[src/rtl/itf_cmd_arbiter_pkg.sv]
// Shared types and field positions for the off-chip command/data port arbiter.
package itf_cmd_arbiter_pkg;

    localparam int NUM_REQ_DEF         = 6;
    localparam int PORT_WIDTH_DEF      = 128;
    localparam int DRAM_ADDR_WIDTH_DEF = 32;
    localparam int ADDR_WIDTH_DEF      = 16;

    localparam int CMD_WR_BIT   = 0;
    localparam int CMD_ADDR_LSB = 1;
    localparam int CMD_NUM_LSB  = 33;

    // One 256-bit word is two port beats, so the beat count needs one extra bit.
    localparam int BEAT_CNT_W = ADDR_WIDTH_DEF + 1;

    typedef enum logic [1:0] {
        ST_IDLE    = 2'd0,
        ST_CMD     = 2'd1,
        ST_XFER_RD = 2'd2,
        ST_XFER_WR = 2'd3
    } state_t;

endpackage

[src/rtl/itf_cmd_arbiter_if.sv]
// Bundle of requester, host command, and data beat signals around the arbiter.
interface itf_cmd_arbiter_if #(
    parameter int NUM_REQ         = 6,
    parameter int PORT_WIDTH      = 128,
    parameter int DRAM_ADDR_WIDTH = 32,
    parameter int ADDR_WIDTH      = 16,
    parameter int GNT_W           = $clog2(NUM_REQ)
);
    logic [NUM_REQ-1:0]                 req_vld;
    logic [NUM_REQ-1:0]                 req_rdy;
    logic [NUM_REQ-1:0]                 req_wr;
    logic [NUM_REQ*DRAM_ADDR_WIDTH-1:0] req_addr;
    logic [NUM_REQ*ADDR_WIDTH-1:0]      req_num;

    logic                               cmd_vld;
    logic                               cmd_rdy;
    logic [PORT_WIDTH-1:0]              cmd_dat;

    logic                               in_vld;
    logic [PORT_WIDTH-1:0]              in_dat;
    logic                               in_last;
    logic                               in_rdy;

    logic [NUM_REQ-1:0]                 rdat_vld;
    logic [PORT_WIDTH-1:0]              rdat;
    logic [NUM_REQ-1:0]                 rdat_rdy;

    logic [NUM_REQ-1:0]                 wdat_vld;
    logic [NUM_REQ*PORT_WIDTH-1:0]      wdat;
    logic [NUM_REQ-1:0]                 wdat_rdy;

    logic                               out_vld;
    logic [PORT_WIDTH-1:0]              out_dat;
    logic                               out_last;
    logic                               out_rdy;

    logic                               busy;
    logic [GNT_W-1:0]                   gnt_idx;
    logic                               err;

    modport slave (
        input  req_vld, req_wr, req_addr, req_num,
        output req_rdy,
        output cmd_vld, cmd_dat,
        input  cmd_rdy,
        input  in_vld, in_dat, in_last,
        output in_rdy,
        output rdat_vld, rdat,
        input  rdat_rdy,
        input  wdat_vld, wdat,
        output wdat_rdy,
        output out_vld, out_dat, out_last,
        input  out_rdy,
        output busy, gnt_idx, err
    );

    modport master (
        output req_vld, req_wr, req_addr, req_num,
        input  req_rdy,
        input  cmd_vld, cmd_dat,
        output cmd_rdy,
        output in_vld, in_dat, in_last,
        input  in_rdy,
        input  rdat_vld, rdat,
        output rdat_rdy,
        output wdat_vld, wdat,
        input  wdat_rdy,
        input  out_vld, out_dat, out_last,
        output out_rdy,
        input  busy, gnt_idx, err
    );

endinterface

[src/rtl/itf_cmd_arbiter_rr_arbiter.sv]
// Round-robin pick: first set request at or after the pointer, wrapping at NUM_REQ.
module itf_cmd_arbiter_rr_arbiter #(
    parameter int NUM_REQ = 6,
    parameter int IDX_W   = $clog2(NUM_REQ)
) (
    input  logic [NUM_REQ-1:0] i_req,
    input  logic [IDX_W-1:0]   i_ptr,
    output logic [NUM_REQ-1:0] o_gnt,
    output logic [IDX_W-1:0]   o_idx,
    output logic               o_any
);

    logic w_found;

    always_comb begin
        o_gnt   = '0;
        o_idx   = '0;
        o_any   = 1'b0;
        w_found = 1'b0;
        for (int k = 0; k < NUM_REQ; k++) begin
            int unsigned w_pos;
            w_pos = (int'(i_ptr) + k) % NUM_REQ;
            if (!w_found && i_req[w_pos]) begin
                w_found      = 1'b1;
                o_any        = 1'b1;
                o_gnt[w_pos] = 1'b1;
                o_idx        = IDX_W'(w_pos);
            end
        end
    end

endmodule

[src/rtl/itf_cmd_arbiter.sv]
// Grants one requester at a time to the off-chip port, issues its command word,
// then steers its read or write beats until the transfer length is exhausted.
module itf_cmd_arbiter
    import itf_cmd_arbiter_pkg::*;
#(
    parameter int NUM_REQ         = NUM_REQ_DEF,
    parameter int PORT_WIDTH      = PORT_WIDTH_DEF,
    parameter int DRAM_ADDR_WIDTH = DRAM_ADDR_WIDTH_DEF,
    parameter int ADDR_WIDTH      = ADDR_WIDTH_DEF
) (
    input  logic               clk,
    input  logic               rst,
    itf_cmd_arbiter_if.slave   bus
);

    // state      | meaning
    // ST_IDLE    | waiting for a request; grant and latch happen here
    // ST_CMD     | command word presented to host until cmd_rdy
    // ST_XFER_RD | host read beats passed through to the granted requester
    // ST_XFER_WR | granted requester write beats passed through to host

    localparam int GNT_W  = $clog2(NUM_REQ);
    localparam int BEAT_W = ADDR_WIDTH + 1;

    state_t                       r_state;
    state_t                       w_next;
    logic [GNT_W-1:0]             r_ptr;
    logic [GNT_W-1:0]             r_gnt;
    logic                         r_wr;
    logic [DRAM_ADDR_WIDTH-1:0]   r_addr;
    logic [ADDR_WIDTH-1:0]        r_num;
    logic [BEAT_W-1:0]            r_cnt;
    logic                         r_err;

    logic [NUM_REQ-1:0]           w_req_gnt;
    logic [GNT_W-1:0]             w_req_idx;
    logic                         w_req_any;
    logic [ADDR_WIDTH-1:0]        w_num_sel;
    logic [BEAT_W-1:0]            w_total;
    logic                         w_last;
    logic                         w_accept;
    logic                         w_cmd_hs;
    logic                         w_beat_hs;
    logic [NUM_REQ-1:0]           w_req_rdy;
    logic                         w_cmd_vld;
    logic [PORT_WIDTH-1:0]        w_cmd_dat;
    logic                         w_in_rdy;
    logic [NUM_REQ-1:0]           w_rdat_vld;
    logic [NUM_REQ-1:0]           w_wdat_rdy;
    logic                         w_out_vld;
    logic                         w_out_last;

    itf_cmd_arbiter_rr_arbiter #(
        .NUM_REQ (NUM_REQ),
        .IDX_W   (GNT_W)
    ) u_rr (
        .i_req (bus.req_vld),
        .i_ptr (r_ptr),
        .o_gnt (w_req_gnt),
        .o_idx (w_req_idx),
        .o_any (w_req_any)
    );

    assign w_num_sel = bus.req_num[int'(w_req_idx)*ADDR_WIDTH +: ADDR_WIDTH];
    assign w_total   = {r_num, 1'b0};
    assign w_last    = (r_cnt == w_total - 1'b1);

    always_ff @(posedge clk or posedge rst) begin
        if (rst) begin
            r_state <= ST_IDLE;
        end else begin
            r_state <= w_next;
        end
    end

    always_comb begin
        w_next     = r_state;
        w_accept   = 1'b0;
        w_cmd_hs   = 1'b0;
        w_beat_hs  = 1'b0;
        w_req_rdy  = '0;
        w_cmd_vld  = 1'b0;
        w_in_rdy   = 1'b0;
        w_rdat_vld = '0;
        w_wdat_rdy = '0;
        w_out_vld  = 1'b0;
        w_out_last = 1'b0;
        case (r_state)
            ST_IDLE: begin
                if (w_req_any) begin
                    w_accept  = 1'b1;
                    w_req_rdy = w_req_gnt;
                    // Zero-length requests are acknowledged and dropped without a command.
                    if (w_num_sel != '0) begin
                        w_next = ST_CMD;
                    end
                end
            end
            ST_CMD: begin
                w_cmd_vld = 1'b1;
                if (bus.cmd_rdy) begin
                    w_cmd_hs = 1'b1;
                    w_next   = r_wr ? ST_XFER_WR : ST_XFER_RD;
                end
            end
            ST_XFER_RD: begin
                w_in_rdy          = bus.rdat_rdy[r_gnt];
                w_rdat_vld[r_gnt] = bus.in_vld;
                w_beat_hs         = bus.in_vld & bus.rdat_rdy[r_gnt];
                if (w_beat_hs && w_last) begin
                    w_next = ST_IDLE;
                end
            end
            ST_XFER_WR: begin
                w_out_vld         = bus.wdat_vld[r_gnt];
                w_wdat_rdy[r_gnt] = bus.out_rdy;
                w_out_last        = w_last;
                w_beat_hs         = bus.wdat_vld[r_gnt] & bus.out_rdy;
                if (w_beat_hs && w_last) begin
                    w_next = ST_IDLE;
                end
            end
            default: w_next = ST_IDLE;
        endcase
    end

    always_ff @(posedge clk or posedge rst) begin
        if (rst) begin
            r_ptr  <= '0;
            r_gnt  <= '0;
            r_wr   <= 1'b0;
            r_addr <= '0;
            r_num  <= '0;
            r_cnt  <= '0;
            r_err  <= 1'b0;
        end else begin
            if (w_accept) begin
                r_gnt  <= w_req_idx;
                r_ptr  <= (w_req_idx == GNT_W'(NUM_REQ - 1)) ? '0 : w_req_idx + 1'b1;
                r_wr   <= bus.req_wr[w_req_idx];
                r_addr <= bus.req_addr[int'(w_req_idx)*DRAM_ADDR_WIDTH +: DRAM_ADDR_WIDTH];
                r_num  <= w_num_sel;
            end
            if (w_cmd_hs) begin
                r_cnt <= '0;
            end else if (w_beat_hs) begin
                r_cnt <= r_cnt + 1'b1;
            end
            if (w_beat_hs && (r_state == ST_XFER_RD) && (bus.in_last != w_last)) begin
                r_err <= 1'b1;
            end
        end
    end

    always_comb begin
        w_cmd_dat                                  = '0;
        w_cmd_dat[CMD_WR_BIT]                      = r_wr;
        w_cmd_dat[CMD_ADDR_LSB +: DRAM_ADDR_WIDTH] = r_addr;
        w_cmd_dat[CMD_NUM_LSB +: ADDR_WIDTH]       = r_num;
    end

    assign bus.req_rdy  = w_req_rdy;
    assign bus.cmd_vld  = w_cmd_vld;
    assign bus.cmd_dat  = w_cmd_dat;
    assign bus.in_rdy   = w_in_rdy;
    assign bus.rdat_vld = w_rdat_vld;
    assign bus.rdat     = bus.in_dat;
    assign bus.wdat_rdy = w_wdat_rdy;
    assign bus.out_vld  = w_out_vld;
    assign bus.out_dat  = bus.wdat[int'(r_gnt)*PORT_WIDTH +: PORT_WIDTH];
    assign bus.out_last = w_out_last;
    assign bus.busy     = (r_state != ST_IDLE);
    assign bus.gnt_idx  = r_gnt;
    assign bus.err      = r_err;

endmodule
[src/flat_wrapper.sv]
// flat-port wrapper written by rule: the top's interface ports become plain ports
module itf_cmd_arbiter_flat import itf_cmd_arbiter_pkg::*;
#(
    parameter int NUM_REQ         = NUM_REQ_DEF,
    parameter int PORT_WIDTH      = PORT_WIDTH_DEF,
    parameter int DRAM_ADDR_WIDTH = DRAM_ADDR_WIDTH_DEF,
    parameter int ADDR_WIDTH      = ADDR_WIDTH_DEF
)
  (clk, rst, bus_req_vld, bus_req_wr, bus_req_addr, bus_req_num, bus_req_rdy, bus_cmd_vld, bus_cmd_dat, bus_cmd_rdy, bus_in_vld, bus_in_dat, bus_in_last, bus_in_rdy, bus_rdat_vld, bus_rdat, bus_rdat_rdy, bus_wdat_vld, bus_wdat, bus_wdat_rdy, bus_out_vld, bus_out_dat, bus_out_last, bus_out_rdy, bus_busy, bus_gnt_idx, bus_err);
  itf_cmd_arbiter_if #(.NUM_REQ(NUM_REQ), .PORT_WIDTH(PORT_WIDTH), .DRAM_ADDR_WIDTH(DRAM_ADDR_WIDTH), .ADDR_WIDTH(ADDR_WIDTH)) bus_i ();
  input  logic clk;
  input  logic rst;
  input wire logic [$bits(bus_i.req_vld)-1:0] bus_req_vld;
  input wire logic [$bits(bus_i.req_wr)-1:0] bus_req_wr;
  input wire logic [$bits(bus_i.req_addr)-1:0] bus_req_addr;
  input wire logic [$bits(bus_i.req_num)-1:0] bus_req_num;
  output wire logic [$bits(bus_i.req_rdy)-1:0] bus_req_rdy;
  output wire logic [$bits(bus_i.cmd_vld)-1:0] bus_cmd_vld;
  output wire logic [$bits(bus_i.cmd_dat)-1:0] bus_cmd_dat;
  input wire logic [$bits(bus_i.cmd_rdy)-1:0] bus_cmd_rdy;
  input wire logic [$bits(bus_i.in_vld)-1:0] bus_in_vld;
  input wire logic [$bits(bus_i.in_dat)-1:0] bus_in_dat;
  input wire logic [$bits(bus_i.in_last)-1:0] bus_in_last;
  output wire logic [$bits(bus_i.in_rdy)-1:0] bus_in_rdy;
  output wire logic [$bits(bus_i.rdat_vld)-1:0] bus_rdat_vld;
  output wire logic [$bits(bus_i.rdat)-1:0] bus_rdat;
  input wire logic [$bits(bus_i.rdat_rdy)-1:0] bus_rdat_rdy;
  input wire logic [$bits(bus_i.wdat_vld)-1:0] bus_wdat_vld;
  input wire logic [$bits(bus_i.wdat)-1:0] bus_wdat;
  output wire logic [$bits(bus_i.wdat_rdy)-1:0] bus_wdat_rdy;
  output wire logic [$bits(bus_i.out_vld)-1:0] bus_out_vld;
  output wire logic [$bits(bus_i.out_dat)-1:0] bus_out_dat;
  output wire logic [$bits(bus_i.out_last)-1:0] bus_out_last;
  input wire logic [$bits(bus_i.out_rdy)-1:0] bus_out_rdy;
  output wire logic [$bits(bus_i.busy)-1:0] bus_busy;
  output wire logic [$bits(bus_i.gnt_idx)-1:0] bus_gnt_idx;
  output wire logic [$bits(bus_i.err)-1:0] bus_err;
  assign bus_i.req_vld = bus_req_vld;
  assign bus_i.req_wr = bus_req_wr;
  assign bus_i.req_addr = bus_req_addr;
  assign bus_i.req_num = bus_req_num;
  assign bus_req_rdy = bus_i.req_rdy;
  assign bus_cmd_vld = bus_i.cmd_vld;
  assign bus_cmd_dat = bus_i.cmd_dat;
  assign bus_i.cmd_rdy = bus_cmd_rdy;
  assign bus_i.in_vld = bus_in_vld;
  assign bus_i.in_dat = bus_in_dat;
  assign bus_i.in_last = bus_in_last;
  assign bus_in_rdy = bus_i.in_rdy;
  assign bus_rdat_vld = bus_i.rdat_vld;
  assign bus_rdat = bus_i.rdat;
  assign bus_i.rdat_rdy = bus_rdat_rdy;
  assign bus_i.wdat_vld = bus_wdat_vld;
  assign bus_i.wdat = bus_wdat;
  assign bus_wdat_rdy = bus_i.wdat_rdy;
  assign bus_out_vld = bus_i.out_vld;
  assign bus_out_dat = bus_i.out_dat;
  assign bus_out_last = bus_i.out_last;
  assign bus_i.out_rdy = bus_out_rdy;
  assign bus_busy = bus_i.busy;
  assign bus_gnt_idx = bus_i.gnt_idx;
  assign bus_err = bus_i.err;
  itf_cmd_arbiter #(.NUM_REQ(NUM_REQ), .PORT_WIDTH(PORT_WIDTH), .DRAM_ADDR_WIDTH(DRAM_ADDR_WIDTH), .ADDR_WIDTH(ADDR_WIDTH)) u_core (.clk(clk), .rst(rst), .bus(bus_i));
endmodule
[config.mk]
export PLATFORM = sky130hd
export DESIGN_NAME = itf_cmd_arbiter_flat
export DESIGN_NICKNAME = d
export VERILOG_FILES = /design/src/rtl/itf_cmd_arbiter_pkg.sv /design/src/rtl/itf_cmd_arbiter_if.sv /design/src/rtl/itf_cmd_arbiter_rr_arbiter.sv /design/src/rtl/itf_cmd_arbiter.sv /design/src/flat_wrapper.sv
export SDC_FILE = /design/constraint.sdc
export NUM_CORES = 1
export LEC_CHECK = 0
export CAP_MARGIN = 30
export CORE_AREA = 8 8 629 631
export DETAILED_ROUTE_END_ITERATION = 6
export DIE_AREA = 0 0 637 639
export PLACE_DENSITY = 0.3
export SYNTH_ARGS = -nofsm -noshare
export SYNTH_HDL_FRONTEND = slang
export SYNTH_SLANG_ARGS = --single-unit
[constraint.sdc]
create_clock -name clk -period 11.1 [get_ports clk]
set_input_delay 2.22 -clock clk [delete_from_list [all_inputs] [get_ports clk]]
set_output_delay 2.22 -clock clk [all_outputs]
set_load 0.1 [all_outputs]
# After elaboration in Yosys (flattened, before gate mapping)
# Cells that the tools add are included.
word_totals:
  reg_bits: 75
  elab_cells: 159
op_classes:
  addsub: 8
  n_div: 6
  magnitude_cmp: 15
  eq_ne: 11
  n_shift: 3
  muxes: 73
  bitwise: 9
  reduce_logical: 26
ops:
  columns: ["op", "n"]
  rows:
  - ["variable part select 768 x 11 -> 128 bit", 1]
  - ["greater-or-equal comparator 32 x 1 -> 1 bit, second input constant", 6]
  - ["< comparator 32 x 4 -> 1 bit, second input constant", 6]
  - ["variable part select 192 x 9 -> 32 bit", 1]
  - ["remainder unit 32 x 4 -> 32 bit, second input constant", 5]
  - ["variable part select 96 x 8 -> 16 bit", 1]
  - ["two-way mux 6 bit", 10]
  - ["two-way mux 17 bit", 2]
  - ["remainder unit 4 x 4 -> 32 bit, second input constant", 1]
  - ["two-way mux 1 bit", 31]
  - ["OR 6 bit", 5]
  - ["binary-select mux 1 bit (select 3 bit)", 9]
  - ["demux 1 bit (select 3 bit)", 7]
  - ["two-way mux 3 bit", 7]
  - ["adder 17 x 1 -> 17 bit, second input constant", 1]
  - ["== test 17 bit", 1]
  - ["subtractor 17 x 1 -> 17 bit, second input constant", 1]
  - ["logical AND 1 bit", 16]
  - ["nonzero test 16 bit", 1]
  - ["bitwise AND 6 bit", 2]
  - ["two-way mux 2 bit", 5]
  - ["adder 3 x 2 -> 4 bit, second input constant", 2]
  - ["adder 3 x 3 -> 4 bit, second input constant", 2]
  - ["< comparator 3 x 4 -> 1 bit, second input constant", 2]
  - ["16 further kinds", 26]

# Logic depth before layout (Yosys ltp)
# Gate-level depths: netlist of the first run.
logic_depth:
  word_depth: 24
  mapped_depth: 26
  mapped_depth_nobuf: 19

# Cells and area by module
# Synthesis of the first run repeated with hierarchy kept, for this count alone.
unflattened:
  hier_cells: 1658
  area_unflattened_um2: 13346.6
by_module_without_submodules:
  columns: ["module", "instances", "cells_each", "area_per_inst_um2", "seq_area_each_um2"]
  rows:
  - ["itf_cmd_arbiter", 1, 1441, 11674.9, 1876.8]
  - ["itf_cmd_arbiter_rr_arbiter", 1, 217, 1671.6, 0.0]

# Worst setup path before layout of the first run
# Ideal clock, no wire load.
synth_path:
  kind: "register to output"
  start: "reg u_core.r_ptr[0]"
  end: "out bus_req_rdy[0]"
  arrival_ns: 6.425
  required_time_ns: 8.880
  setup_slack_ns: 2.455
  path_stages_with_launch: 20
  cell_sequence: "dfrtp_1 > buf_4 > buf_1 > inv_1 > clkbuf_1 > ha_1 > buf_2 > inv_1 > ha_1 > o211a_1 > or2_0 > buf_2 > a211o_1 > nand4_2 > nor3_1 > or2_2 > clkbuf_1 > clkbuf_1 > clkbuf_1 > a211oi_1"
synth_between:
  elab_chain_cells: 21
  word_cells_on_any_way: 82
synth_lines:
  columns: ["element", "line", "rtl"]
  rows:
  - ["start: declaration", "itf_cmd_arbiter.sv:27", "logic [GNT_W-1:0] r_ptr;"]
  - ["start signal: assignment", "itf_cmd_arbiter.sv:139", "r_ptr <= (w_req_idx == GNT_W'(NUM_REQ - 1)) ? '0 : w_req_idx + 1'b1;"]
  - ["branches (longest 19 deep; another with remainder unit 32 x 4 -> 32 bit)", null, null]
  - ["two-way mux 6 bit (*)", "itf_cmd_arbiter.sv:90", "if (w_req_any) begin"]
  - ["two-way mux 6 bit (*)", "itf_cmd_arbiter.sv:88", "case (r_state)"]
  - ["end: declaration", "flat_wrapper.sv:17", "output wire logic [$bits(bus_i.req_rdy)-1:0] bus_req_rdy;"]
# Every way passes the cells marked *. The select of a mux whose other input is x is not followed.

# Worst setup path after layout of the first run
layout_path:
  start: "in bus_req_vld[4]"
  end: "out bus_req_rdy[0]"
layout_between:
  elab_chain_cells: 20
  word_cells_on_any_way: 41
layout_lines:
  columns: ["element", "line", "rtl"]
  rows:
  - ["start: declaration", "flat_wrapper.sv:13", "input wire logic [$bits(bus_i.req_vld)-1:0] bus_req_vld;"]
  - ["binary-select mux 1 bit (select 3 bit)", "itf_cmd_arbiter_rr_arbiter.sv:23", "if (!w_found && i_req[w_pos]) begin"]
  - ["two-way mux 1 bit (not written as such)", "itf_cmd_arbiter_rr_arbiter.sv:23", null]
  - ["two-way mux 1 bit", "itf_cmd_arbiter_rr_arbiter.sv:23", null]
  - ["logical NOT 1 bit", "itf_cmd_arbiter_rr_arbiter.sv:23", null]
  - ["logical AND 1 bit", "itf_cmd_arbiter_rr_arbiter.sv:23", null]
  - ["two-way mux 1 bit", "itf_cmd_arbiter_rr_arbiter.sv:23", null]
  - ["logical NOT 1 bit", "itf_cmd_arbiter_rr_arbiter.sv:23", null]
  - ["logical AND 1 bit", "itf_cmd_arbiter_rr_arbiter.sv:23", null]
  - ["(+4 left out)", null, null]
  - ["logical NOT 1 bit", "itf_cmd_arbiter_rr_arbiter.sv:23", null]
  - ["logical AND 1 bit", "itf_cmd_arbiter_rr_arbiter.sv:23", null]
  - ["two-way mux 1 bit", "itf_cmd_arbiter_rr_arbiter.sv:23", null]
  - ["logical NOT 1 bit", "itf_cmd_arbiter_rr_arbiter.sv:23", null]
  - ["logical AND 1 bit", "itf_cmd_arbiter_rr_arbiter.sv:23", null]
  - ["two-way mux 6 bit or two-way mux 1 bit (tied branches)", "itf_cmd_arbiter_rr_arbiter.sv:23", null]
  - ["two-way mux 6 bit (*)", "itf_cmd_arbiter.sv:90", null]
  - ["two-way mux 6 bit (*)", "itf_cmd_arbiter.sv:88", null]
# Mark *: on every way between the ends. The rest lies on a longest branch, timed or not. The select of a mux whose other input is x is not followed.

==> results of run 1 <==
-- cell type report --
type	instances	area, µm²	share of cell area
antenna	80	200.2	0.006168
tap	5060	6331	0.1951
inverter	39	148.9	0.004588
sequential	75	1877	0.05783
clock buffer	9	225.2	0.006939
clock inverter	7	93.84	0.002891
multi-input combinational	1568	9368	0.2886
timing repair buffer	1380	14210	0.4379
-- tightest hold or removal path: cells and delay by family, from the launching register on --
family / cells / cell delay, ns
DFF: 1 / 0.35
and+or+nand+nor: 1 / 0.05
AOI/OAI and AO/OA: 1 / 0.06
-- kinds of logic after synthesis --
family	after synthesis	synth area share
AOI/OAI and AO/OA	693	0.3674
xor gates and xnor gates	40	0.02844
adders and majority gates	22	0.02079
buffers and inverters	416	0.1810
DFF	75	0.1417
muxes	25	0.01984
other	1	0.0002832
and+or+nand+nor	709	0.2405
-- power by group --
group          switching (mW)  internal (mW)
Combinational            8.93           3.02
Sequential              0.148          0.385
Clock                   0.197          0.182
-- cell usage in the layout, fill, tap and decap left out, types with 4 or more instances in the layout --
cell type,Yosys,layout
o21a_1,6,5
a21o_1,7,7
xnor2_1,21,21
inv_1,37,36
a22oi_2,0,6
and2_1,4,4
diode_2,0,80
nor2_1,76,75
buf_12,0,10
o22ai_1,8,8
or3_1,7,7
nand3_1,216,216
a31oi_1,51,51
mux2i_1,15,15
nand3b_1,4,4
buf_4,210,104
nor2b_1,7,7
a22o_1,4,4
xor2_1,17,17
nor4_1,4,4
conb_1,1,79
nor3_1,14,13
dfrtp_1,75,75
clkbuf_16,0,9
buf_2,20,24
o211ai_1,7,7
buf_16,0,39
a22oi_1,393,387
o21ai_0,48,48
nand4_1,6,6
a211oi_1,16,15
clkdlybuf4s50_1,0,1202
and3_1,10,10
nand2_1,330,329
a21oi_1,65,64
o21ai_1,39,38
ha_1,22,22
o211a_1,7,7
mux2_2,7,7
-- registers in the layout (all words and copies together) (netlist names) --
| signal | cells |
|---|---|
| u_core.bus.err | 1 |
| u_core.bus.gnt_idx | 3 |
| u_core.r_addr | 32 |
| u_core.r_cnt | 17 |
| u_core.r_num | 16 |
| u_core.r_ptr | 3 |
| u_core.r_state | 2 |
| u_core.r_wr | 1 |
-- per-stage QoR --
step,utilization,cell area [µm²],total power [mW],setup slack (ns),std cells
2_1_floorplan,-,13540,7.671,2.455,2059
3_3_place_gp,0.08014,30840,12.21,1.777,8082
3_5_place_dp,0.08299,31940,12.79,1.833,8122
4_1_cts,0.08381,32250,13.24,1.792,8138
5_1_grt,0.08408,32360,13.55,1.395,8179
6_report,0.08433,32450,12.86,1.479,8218
-- final timing paths --
| kind | startpoint | endpoint | slack (ns) | cells past startpoint |
|---|---|---|---|---|
| hold / removal | u_core.r_addr[27] | u_core.r_addr[27] | 0.49 | 2 |
| setup reg to reg | u_core.r_ptr[2] | u_core.r_addr[25] | 4.25 | 18 |
| min in group asynchronous | rst | u_core.bus.gnt_idx[1] | 2.05 | 2 |
| setup / recovery | bus_req_vld[4] | bus_req_rdy[0] | 1.48 | 11 |
| hold reg to reg | u_core.r_addr[27] | u_core.r_addr[27] | 0.49 | 2 |
| max in group asynchronous | rst | u_core.r_addr[0] | 7.32 | 4 |
-- routing by layer --
metal	up-vias	wire length, µm	global-route usage
met4	172	9558	0.03238
li1	9336	-	-
met2	1756	146800	0.2463
met5	-	1104	0
met3	590	36160	0.06901
met1	10960	100800	0.1425
-- cells in the mapped netlist, types with 6 or more instances --
| library cell | n | area share |
|---|---|---|
| a22oi_1 | 393 | 0.22 |
| nand2_1 | 330 | 0.094 |
| nand3_1 | 216 | 0.082 |
| buf_4 | 210 | 0.12 |
| clkbuf_1 | 125 | 0.035 |
| nor2_1 | 76 | 0.022 |
| dfrtp_1 | 75 | 0.14 |
| a21oi_1 | 65 | 0.025 |
| a31oi_1 | 51 | 0.024 |
| o21ai_0 | 48 | 0.018 |
| o21ai_1 | 39 | 0.015 |
| inv_1 | 37 | 0.010 |
| ha_1 | 22 | 0.021 |
| xnor2_1 | 21 | 0.014 |
| buf_2 | 20 | 0.0076 |
| buf_1 | 19 | 0.0054 |
| xor2_1 | 17 | 0.011 |
| a211oi_1 | 16 | 0.0091 |
| mux2i_1 | 15 | 0.011 |
| nor3_1 | 14 | 0.0053 |
| and3_1 | 10 | 0.0047 |
| o22ai_1 | 8 | 0.0038 |
| a21o_1 | 7 | 0.0040 |
| mux2_2 | 7 | 0.0060 |
| nor2b_1 | 7 | 0.0033 |
| o211a_1 | 7 | 0.0053 |
| o211ai_1 | 7 | 0.0040 |
| or3_1 | 7 | 0.0033 |
| nand4_1 | 6 | 0.0028 |
| o21a_1 | 6 | 0.0034 |
==> flow_metrics.tcl, run 1 <==
set metrics [dict create \
    postCtsSetupBuffers 0 \
    synthArstFlopShare 1.000 \
    die_h_um 639 \
    cp_data_required_time_ns 8.88 \
    start_util 0.03441 \
    cp_slowest_cell "clkdlybuf4s50_1" \
    row_count 228 \
    grt_max_degree 90 \
    holdWs_ns 0.4920 \
    ys_seq_elements 75 \
    clk_pin_slew_ns 0.08 \
    ys_seq_area_frac 0.1417 \
    fin_crit_sh 0.8667 \
    cts-root-buf "clkbuf_16" \
    fin_worst_skew_ns 0.04401 \
    dr.pass1.iters 5 \
    place.gp.congestion 0.9043 \
    cp-end-kind "primary output" \
    critPathMaxStageDelay_ns 1.27 \
    wl_per_cell_um 35.83 \
    io_buffers 1289 \
    drc 0 \
    layout_min_cycle_time_ns 9.621 \
    nets 4309 \
    cts_buffer_depth 2 \
    worst_slew_pin_slew_ns 1.334 \
    status "complete, no violations" \
    synth_edf_count 0 \
    slew_headroom 0.1110 \
    synth_area_um2 13240 \
    ios 1625 \
    numCtsBuffers 9 \
    grt_setup_unrepaired "no" \
    drv_slew 0 \
    die_area_um2 407000 \
    ys_types 84 \
    coreArea_um2 384800 \
    place_hpwl_um 269600 \
    critPathTopFamily "compound AO/OA/AOI/OAI gates" \
    critical_path_class "in -> out" \
    cp-start-kind "primary input" \
    first_global_vias 22150 \
    drt_iter0_drc 2097 \
    fmax_ghz 0.1039 \
    p_per_area_nw_per_um2 396.3 \
    insertion_delay_ns 0.45 \
    setup_viol 0 \
    synth_area_per_cell_um2 6.685 \
    die_w_um 637 \
    hold_buffers 0 \
    drv_cap 0 \
    via_count 22820 \
    tns_ns 0 \
    grt.total_usage 0.1373 \
    cts_tree "yes" \
    worstPathCellList "clkdlybuf4s50_1 > mux2i_1 > a211oi_1 > o22ai_4 > nand4_2 > a2111oi_0 > inv_1 > o21ai_0 > nor2_1 > a211oi_1 > clkdlybuf4s50_1" \
    cts_num_sinks 75 \
    grt-ovfl-total 0 \
    wirelength_um 294400 \
    p_leak_nw 10.65 \
    hold_path_class "reg -> reg" \
    crit_arrival_ns 7.40 \
    drive_gt1_frac 0.07862 \
    h-tree-depth 3 \
    hold_viol 0 \
    antenna_found_initial 300 \
    cp_max_fo 9 \
    drtAntennaViolNets 0 \
    via_per_inst 2.776 \
    nFillCells 45040 \
    ctsResizeCount 0 \
    synth_warnings 0 \
    vdd_drop_max_v 0.0003425 \
    area_growth_syn_to_layout_pct 145.1 \
    ys.flop_type "dfrtp_1" \
    crit_buf_inv 3 \
    grt_pass1_wl_um 342500 \
    syn_inst 1981 \
]
Power figures use the tool's default switching activity.
==> inputs of run 2 (changes only) <==
- SKIP_CTS_REPAIR_TIMING: unset -> 1
==> results of run 2 <==
Final layout, timing and power as in run 1 (identical DEF).
